[config.mk]
export PLATFORM = sky130hd
export DESIGN_NAME = mips_state_dumper
export DESIGN_NICKNAME = d
export VERILOG_FILES = /design/src/rtl/mips_dbg_pkg.sv /design/src/rtl/dump_out_reg.sv /design/src/rtl/mips_state_dumper.sv
export SDC_FILE = /design/constraint.sdc
export NUM_CORES = 1
export LEC_CHECK = 0
export CAP_MARGIN = 30
export CORE_UTILIZATION = 45
export CTS_BUF_LIST = sky130_fd_sc_hd__clkbuf_4 sky130_fd_sc_hd__clkbuf_8
export CTS_CLUSTER_DIAMETER = 120
export CTS_CLUSTER_SIZE = 8
export DETAILED_ROUTE_END_ITERATION = 12
export GPL_TIMING_DRIVEN = 0
export PLACE_DENSITY = 0.83
export SETUP_SLACK_MARGIN = 0.2
export SKIP_CTS_REPAIR_TIMING = 1
export SLEW_MARGIN = 20
export SYNTH_ARGS = -nofsm -noshare
export SYNTH_HDL_FRONTEND = slang
export SYNTH_HIERARCHICAL = 1
export SYNTH_SLANG_ARGS = --single-unit
export TNS_END_PERCENT = 10
[constraint.sdc]
create_clock -name clk -period 2.8 [get_ports clk]
set_input_delay 0.84 -clock clk [delete_from_list [all_inputs] [get_ports clk]]
set_output_delay 0.84 -clock clk [all_outputs]
set_load 0.05 [all_outputs]
[src/rtl/mips_dbg_pkg.sv]
// Shared types for the MIPS5 post-run state dumper: FSM states and output region tags.
package mips_dbg_pkg;

  typedef enum logic [2:0] {IDLE, RUN, DREG, DMEM, CSUM, DONE} state_t;

  localparam logic [1:0] REGION_REG = 2'd0;
  localparam logic [1:0] REGION_MEM = 2'd1;
  localparam logic [1:0] REGION_SUM = 2'd2;

endpackage

[src/rtl/dump_out_reg.sv]
// Valid/ready holding register for dump words: captures a word when the slot is free,
// holds it while the sink stalls, and empties on handshake.
module dump_out_reg #(
  parameter int DATA_W = 32,
  parameter int IDX_W  = 10
) (
  input  logic              clk,
  input  logic              reset,
  input  logic              load,
  input  logic [DATA_W-1:0] load_data,
  input  logic [1:0]        load_region,
  input  logic [IDX_W-1:0]  load_index,
  input  logic              out_ready,
  output logic              slot_free,
  output logic              out_valid,
  output logic [DATA_W-1:0] out_data,
  output logic [1:0]        out_region,
  output logic [IDX_W-1:0]  out_index
);

  logic              valid_reg;
  logic [DATA_W-1:0] data_reg;
  logic [1:0]        region_reg;
  logic [IDX_W-1:0]  index_reg;

  // Free when empty, or when the current word retires on this edge.
  assign slot_free = !valid_reg || out_ready;

  always_ff @(posedge clk) begin
    if (reset) begin
      valid_reg  <= 1'b0;
      data_reg   <= '0;
      region_reg <= '0;
      index_reg  <= '0;
    end else if (load && slot_free) begin
      valid_reg  <= 1'b1;
      data_reg   <= load_data;
      region_reg <= load_region;
      index_reg  <= load_index;
    end else if (valid_reg && out_ready) begin
      valid_reg <= 1'b0;
    end
  end

  assign out_valid  = valid_reg;
  assign out_data   = data_reg;
  assign out_region = region_reg;
  assign out_index  = index_reg;

endmodule

[src/rtl/mips_state_dumper.sv]
// Post-run state dumper: runs the core for RUN_CYCLES, halts it, then streams register and
// memory contents. Define DUMP_CHECKSUM_EN to append a checksum word after the memory region.
module mips_state_dumper
  import mips_dbg_pkg::*;
#(
  parameter int DATA_W     = 32,
  parameter int NUM_REGS   = 12,
  parameter int NUM_MEM    = 12,
  parameter int IDX_W      = 10,
  parameter int RUN_CYCLES = 60,
  parameter int CNT_W      = 16
) (
  input  logic              clk,
  input  logic              reset,
  input  logic              auto_en,
  input  logic              start,
  output logic              halt_core,
  output logic [4:0]        reg_rd_addr,
  input  logic [DATA_W-1:0] reg_rd_data,
  output logic [IDX_W-1:0]  mem_rd_addr,
  input  logic [DATA_W-1:0] mem_rd_data,
  output logic              out_valid,
  input  logic              out_ready,
  output logic [DATA_W-1:0] out_data,
  output logic [1:0]        out_region,
  output logic [IDX_W-1:0]  out_index,
  output logic              busy,
  output logic              done
);

  localparam logic [CNT_W-1:0] CNT_LAST = CNT_W'(RUN_CYCLES - 1);
  localparam logic [IDX_W-1:0] REG_LAST = IDX_W'(NUM_REGS - 1);
  localparam logic [IDX_W-1:0] MEM_LAST = IDX_W'(NUM_MEM - 1);

  state_t            state_reg, state_next;
  logic [CNT_W-1:0]  cnt_reg, cnt_next;
  logic [IDX_W-1:0]  idx_reg, idx_next;
  logic              first_reg;
  logic              slot_free;
  logic              load;
  logic [DATA_W-1:0] load_data;
  logic [1:0]        load_region;
  logic [IDX_W-1:0]  load_index;
`ifdef DUMP_CHECKSUM_EN
  logic [DATA_W-1:0] sum_reg, sum_next;
`endif

  // first_reg marks the single IDLE cycle right after reset in which auto_en is honoured.
  always_ff @(posedge clk) begin
    if (reset) begin
      state_reg <= IDLE;
      cnt_reg   <= '0;
      idx_reg   <= '0;
      first_reg <= 1'b1;
    end else begin
      state_reg <= state_next;
      cnt_reg   <= cnt_next;
      idx_reg   <= idx_next;
      first_reg <= 1'b0;
    end
  end

`ifdef DUMP_CHECKSUM_EN
  always_ff @(posedge clk) begin
    if (reset) begin
      sum_reg <= '0;
    end else begin
      sum_reg <= sum_next;
    end
  end
`endif

  always_comb begin
    state_next  = state_reg;
    cnt_next    = cnt_reg;
    idx_next    = idx_reg;
    load        = 1'b0;
    load_data   = '0;
    load_region = REGION_REG;
    load_index  = idx_reg;
`ifdef DUMP_CHECKSUM_EN
    sum_next    = sum_reg;
`endif
    case (state_reg)
      IDLE: begin
        if (start || (first_reg && auto_en)) begin
          state_next = RUN;
          cnt_next   = '0;
        end
      end
      RUN: begin
        if (cnt_reg == CNT_LAST) begin
          state_next = DREG;
          cnt_next   = '0;
          idx_next   = '0;
`ifdef DUMP_CHECKSUM_EN
          sum_next   = '0;
`endif
        end else begin
          cnt_next = cnt_reg + CNT_W'(1);
        end
      end
      DREG: begin
        if (slot_free) begin
          load        = 1'b1;
          load_data   = reg_rd_data;
          load_region = REGION_REG;
`ifdef DUMP_CHECKSUM_EN
          sum_next    = sum_reg + reg_rd_data;
`endif
          if (idx_reg == REG_LAST) begin
            idx_next   = '0;
            state_next = DMEM;
          end else begin
            idx_next = idx_reg + IDX_W'(1);
          end
        end
      end
      DMEM: begin
        if (slot_free) begin
          load        = 1'b1;
          load_data   = mem_rd_data;
          load_region = REGION_MEM;
`ifdef DUMP_CHECKSUM_EN
          sum_next    = sum_reg + mem_rd_data;
`endif
          if (idx_reg == MEM_LAST) begin
            idx_next = '0;
`ifdef DUMP_CHECKSUM_EN
            state_next = CSUM;
`else
            state_next = DONE;
`endif
          end else begin
            idx_next = idx_reg + IDX_W'(1);
          end
        end
      end
      CSUM: begin
`ifdef DUMP_CHECKSUM_EN
        if (slot_free) begin
          load        = 1'b1;
          load_data   = sum_reg;
          load_region = REGION_SUM;
          load_index  = '0;
          state_next  = DONE;
        end
`else
        state_next = DONE;
`endif
      end
      DONE: begin
        // A restart must wait until the final word has been taken by the sink.
        if (start && !out_valid) begin
          state_next = RUN;
          cnt_next   = '0;
        end
      end
      default: state_next = IDLE;
    endcase
  end

  dump_out_reg #(
    .DATA_W(DATA_W),
    .IDX_W (IDX_W)
  ) u_out (
    .clk        (clk),
    .reset      (reset),
    .load       (load),
    .load_data  (load_data),
    .load_region(load_region),
    .load_index (load_index),
    .out_ready  (out_ready),
    .slot_free  (slot_free),
    .out_valid  (out_valid),
    .out_data   (out_data),
    .out_region (out_region),
    .out_index  (out_index)
  );

  assign halt_core   = (state_reg == DREG) || (state_reg == DMEM) ||
                       (state_reg == CSUM) || (state_reg == DONE);
  assign busy        = (state_reg == RUN) || (state_reg == DREG) ||
                       (state_reg == DMEM) || (state_reg == CSUM);
  assign done        = (state_reg == DONE);
  assign reg_rd_addr = (state_reg == DREG) ? idx_reg[4:0] : 5'd0;
  assign mem_rd_addr = (state_reg == DMEM) ? idx_reg : '0;

endmodule
**Word level (Yosys, flattened, before mapping)**

Cells that the tools add are included.

- Register bits after elaboration: 75
- Input bits: 69
- Output and inout port bits: 63
- Logic and storage cells: 74

- Add/subtract/negate cells: 2
- Equal/unequal tests: 15
- Muxes and demuxes: 28
- Reductions and logical operators: 21

Operators with widths:

| kind | count |
|---|---|
| $mux 32 | 2 |
| $pmux 32 s2 | 1 |
| $mux 16 | 3 |
| $pmux 16 s3 | 1 |
| $mux 10 | 4 |
| $mux 3 | 7 |
| $pmux 10 s2 | 1 |
| $pmux 3 s6 | 1 |
| $add 16x1->16 const B | 1 |
| $eq 16x6->1 const B | 1 |
| $add 10x1->10 const B | 1 |
| $eq 10x4->1 const B | 1 |
| $logic_or 1x1->1 | 8 |
| $ne 2x1->1 const B | 4 |
| $ne 2x2->1 const B | 4 |
| $mux 1 | 7 |
| $reduce_and 7->1 | 1 |
| $eq 3x2->1 const B | 2 |
| $eq 3x3->1 const B | 2 |
| $reduce_and 3->1 | 2 |
| $mux 5 | 1 |
| $logic_and 1x1->1 | 4 |
| $reduce_bool 2->1 | 2 |
| $eq 3x1->1 const B | 1 |
| 4 further kinds | 4 |

**Logic depth before layout (Yosys ltp)**

- Word-level depth: 6
- Depth in mapped cells: 10

**Hierarchy**

Netlist, hierarchy kept.

Modules (own cells, without submodules):

| module | instances | cells each | area an instance (sq um) | sequential area each (sq um) |
|---|---|---|---|---|
| dump_out_reg | 1 | 205 | 2128.3 | 900.9 |
| mips_state_dumper | 1 | 275 | 2124.5 | 600.6 |

**Worst setup path before layout**

No wires, ideal clock.

- Path kind: register to output
- Start: register state_reg[2]
- End: output port done
- Arrival: 1.862 ns
- Required time: 1.960 ns
- Path slack: 0.098 ns
- Cell stages (with the launch flop): 3
- Cells stage by stage: dfxtp_1 > clkbuf_1 > nor3b_1

- Word-level cells in the longest chain between the ends: 1

Ends and longest elaborated chain:

| item | RTL line | text |
|---|---|---|
| from (decl) | mips_state_dumper.sv:35 | `state_t state_reg, state_next;` |
| from (signal assigned) | mips_state_dumper.sv:56 | `state_reg <= state_next;` |
| $eq 3x3->1 | mips_state_dumper.sv:185 | `assign done = (state_reg == DONE);` |
| to (decl) | mips_state_dumper.sv:28 | `output logic done` |

Every way passes these cells.

**Worst setup path after layout**

- Start: register state_reg[0]
- End: output port mem_rd_addr[9]

- Word-level cells in the longest chain between the ends: 2

Ends and longest elaborated chain:

| item | RTL line | text |
|---|---|---|
| $eq 3x2->1 | mips_state_dumper.sv:187 | `assign mem_rd_addr = (state_reg == DMEM) ? idx_reg : '0;` |
| $mux 10 | mips_state_dumper.sv:187 |  |
| to (decl) | mips_state_dumper.sv:20 | `output logic [IDX_W-1:0] mem_rd_addr,` |

Every way passes these cells.

==> key figures <==
Run status
  • Status: complete, no violations

STA
  • Worst-margin pin slew: 0.6688 ns
  • Peak Freq: 375.2 MHz
  • Final hold violations: 0
  • Worst setup margin: 0.1349 ns
  • Fin crit share: 0.9518
  • Setup TNS: 0 ns
  • Max Transition Viols Final: 0
  • RSZ-0062 raised after global routing: yes
  • Setup Viol. Count Final: 0
  • Layout Skew: around 0.0077 ns
  • Slew HR: 0.5514
  • Hold WS: between 0.5 and 0.6 ns
  • Post-layout min period: between 2 and 3 ns

Final layout
  • Most common cell after layout, fill and taps aside: clkdlybuf4s50_1
  • Final net count: between 600 and 700
  • Max FFs per register: 32
  • Area Overhead vs Synth: 40.04%
  • Layout cells sized above 1: 0.1978
  • Total inserted antenna cells: 0
  • Finished Layout Cells: 738
  • Most frequent cells in the layout: clkdlybuf4s50_1 (113), dfxtp_1 (75), nor2_1 (54), nand3_1 (53), a21oi_2 (45)

Power and ir drop
  • P per Cell Area: around 720 mW/mm²
  • Sw Share: 0.4024
  • Leak pwr: between 2 and 2.5 nW
  • Sequential Power Share: 0.282
  • Psw: between 0.0015 and 0.002 W
  • Max rail drop VDD: about 360 µV
  • Clk pwr share: 0.267
  • Internal Power: between 0.002 and 0.003 W
  • Tot Pwr: 0.004299 W
  • Combinational power share: 0.450

Worst setup path
  • Critical Path Start Type: flop
  • RR Endpoint: state_reg[0]$_SDFFE_PP0P_
  • Critical path capture point type: primary output
  • Critical Path AT: 1.83 ns
  • Reg-to-reg setup timing slack: ~0.72 ns
  • R2R depth: 6
  • Worst setup startpoint: state_reg[0]$_SDFFE_PP0P_
  • WS Path Type: reg2out
  • Crit path required time: 1.96 ns
  • CP Max Fanout: 10
  • RR Startpoint: idx_reg[0]$_SDFFE_PP0P_

Worst hold path
  • Hold path depth: 2
  • HP Class: reg2reg
  • Hold Path Sink: cnt_reg[15]$_SDFFE_PP0P_
  • Hold_sp: cnt_reg[15]$_SDFFE_PP0P_

Synthesis
  • Synth top area share: 0.3530
  • Ys Warns: 6
  • Compound-gate portion of the synthesized area: 0.2530
  • Post-synthesis xor/xnor area fraction: 0.03089
  • Cells after Synth: 480
  • Cell taking the most area after synthesis: dfxtp_1
  • Synth area leaders: dfxtp_1 (35%), a21bo_1 (10%), a21oi_2 (9.3%), mux2i_1 (7.5%), nand3_1 (6.2%)
  • Mux cell area share after synthesis: 0.07796
  • Largest family of logic cells by synthesized area: compound AO/OA/AOI/OAI gates
  • Fraction of registers with async set or reset after synthesis: 0
  • Post-Synth Simple-Gate Area: 0.2183
  • Ys flop type: dfxtp_1
  • Sequential share of the synthesized area: 0.3530
  • Post-synth EDFFs: 0
  • Syn Nets: ~550
  • Syn avg cell area: between 8 and 9 µm²
  • #FFs+latches synth: 75
  • Mapped cell area: ~0.0043 mm²
  • Post-Synth Adder-Cell Area: 0.005884
  • Cell variety after synth: 50

Route
  • Drt drc: 0
  • DR WL/cell: 16.96 µm
  • Routed vias/inst: 5.627
  • Vias: ~4200
  • Detail Route Antenna Nets: 0
  • WL final: ~13000 µm
  • DR pass1 iterations: 4
  • Starting DRT DRC Count: approximately 150

Place
  • Gpl congestion: 0.8562
  • HPWL after DPL: 9179 µm
  • Buffers on Ports: 131
  • Post-place setup slack: -0.6176 ns
  • Placed Cells: 722

Global routing
  • First-pass GRT wire length: approximately 20000 µm
  • Largest net degree at the start of global routing: 13
  • Vias in the first global route: around 4000
  • Total track usage: 0.2526
  • Initial antenna violation count: 0
  • Total gr overflow: 0

Clock network
  • Clk sinks: between 70 and 80
  • TritonCTS clock tree: done
  • Root Driver: clkbuf_8
  • Longest Clk Path Bufs: 2
  • CTS Buf Count: 9
  • Reg clk slew, reported paths: around 0.080 ns
  • Worst-Skew Late Latency: around 0.35 ns
  • H-tree depth: 3

Floorplanning
  • Initial Utilization: 0.4624
  • Site Rows: 35
  • Die height: 99.22 µm
  • Core area: roughly 0.0092 mm²
  • DIE WIDTH: 99.22 µm
  • Die area: around 0.0098 mm²
  • I/O Pins: about 130

Flow run
  • Max_cap viols: 0
-- synthesized netlist by cell type (all sizes together) (2+ instances only) --
cell type	n
nor3b	2
and3	18
o31ai	6
and2	2
or3	5
nor4	2
and4	4
nor3	2
clkbuf	19
or4	5
xor2	14
nand3b	3
nand2	12
o21ai	7
o21bai	2
inv	6
nand2b	4
nand4	7
nand3	53
a21bo	44
a21oi	61
ha	2
dfxtp	75
nor2	54
buf	23
mux2i	32
-- logic make-up (layout without fill, tap and decap cells) --
logic type | count (synthesis) | count (layout)
xor gates and xnor gates | 15 | 15
DFF | 75 | 75
and+or+nand+nor | 178 | 178
AOI/OAI and AO/OA | 128 | 128
adders and majority gates | 2 | 2
buffers and inverters | 48 | 195
other | 1 | 1
muxes | 33 | 33
-- worst max-delay path: stages (launching register included) --
cell	delay [ns]
dfxtp_1	0.35
clkbuf_2	0.28
clkbuf_4	0.35
and3_1	0.20
clkbuf_2	0.29
-- metrics by stage --
| stage | cell area [µm²] | utilization |
|---|---|---|
| 6_report | 5956 | 0.6476 |
| 5_1_grt | 5956 | 0.6476 |
| 4_1_cts | 5987 | 0.6510 |
| 3_5_place_dp | 5708 | 0.6207 |
| 3_3_place_gp | 5708 | 0.6207 |
| 2_1_floorplan | 4258 | - |
-- worst max-delay path by stage --
stage / depth (start not counted) / slack, ns / end
after floorplan: 3 / 0.33 / mem_rd_addr[9]
after global placement: 4 / -0.58 / mem_rd_addr[9]
after detailed placement: 4 / -0.62 / mem_rd_addr[9]
after CTS: 4 / -1.04 / mem_rd_addr[9]
after global routing: 4 / 0.06 / mem_rd_addr[9]
final: 4 / 0.13 / mem_rd_addr[9]
-- final cells by class --
type	count	area [µm²]
well taps	111	138.9
clock buffers	12	158.9
repair buffers	131	1231
clock inverters	4	120.1
plain buffers	42	267.8
fillers	759	3241
multi-input cells	357	2515
flip-flops and latches	75	1501
inverters	6	22.52
-- power by group through the flow --
stage	Clock, W	Sequential [W]	Combinational, W
after detailed placement	0	0.00124	0.00187
after CTS	0.00116	0.00121	0.00188
after floorplan	0	0.00138	0.00116
final	0.00115	0.00121	0.00194
after global placement	0	0.00123	0.00184
after global routing	0.00121	0.00122	0.00207
-- layer usage --
metal	wire, µm	track usage	up-vias	share of wire
met4	200	0.07579	0	0.016
met2	6327	0.4578	135	0.51
met1	5187	0.2958	1997	0.41
met3	804	0.05762	19	0.064
met5	0	0	-	0
li1	-	-	2002	-
(Power assumes the default switching activity.)
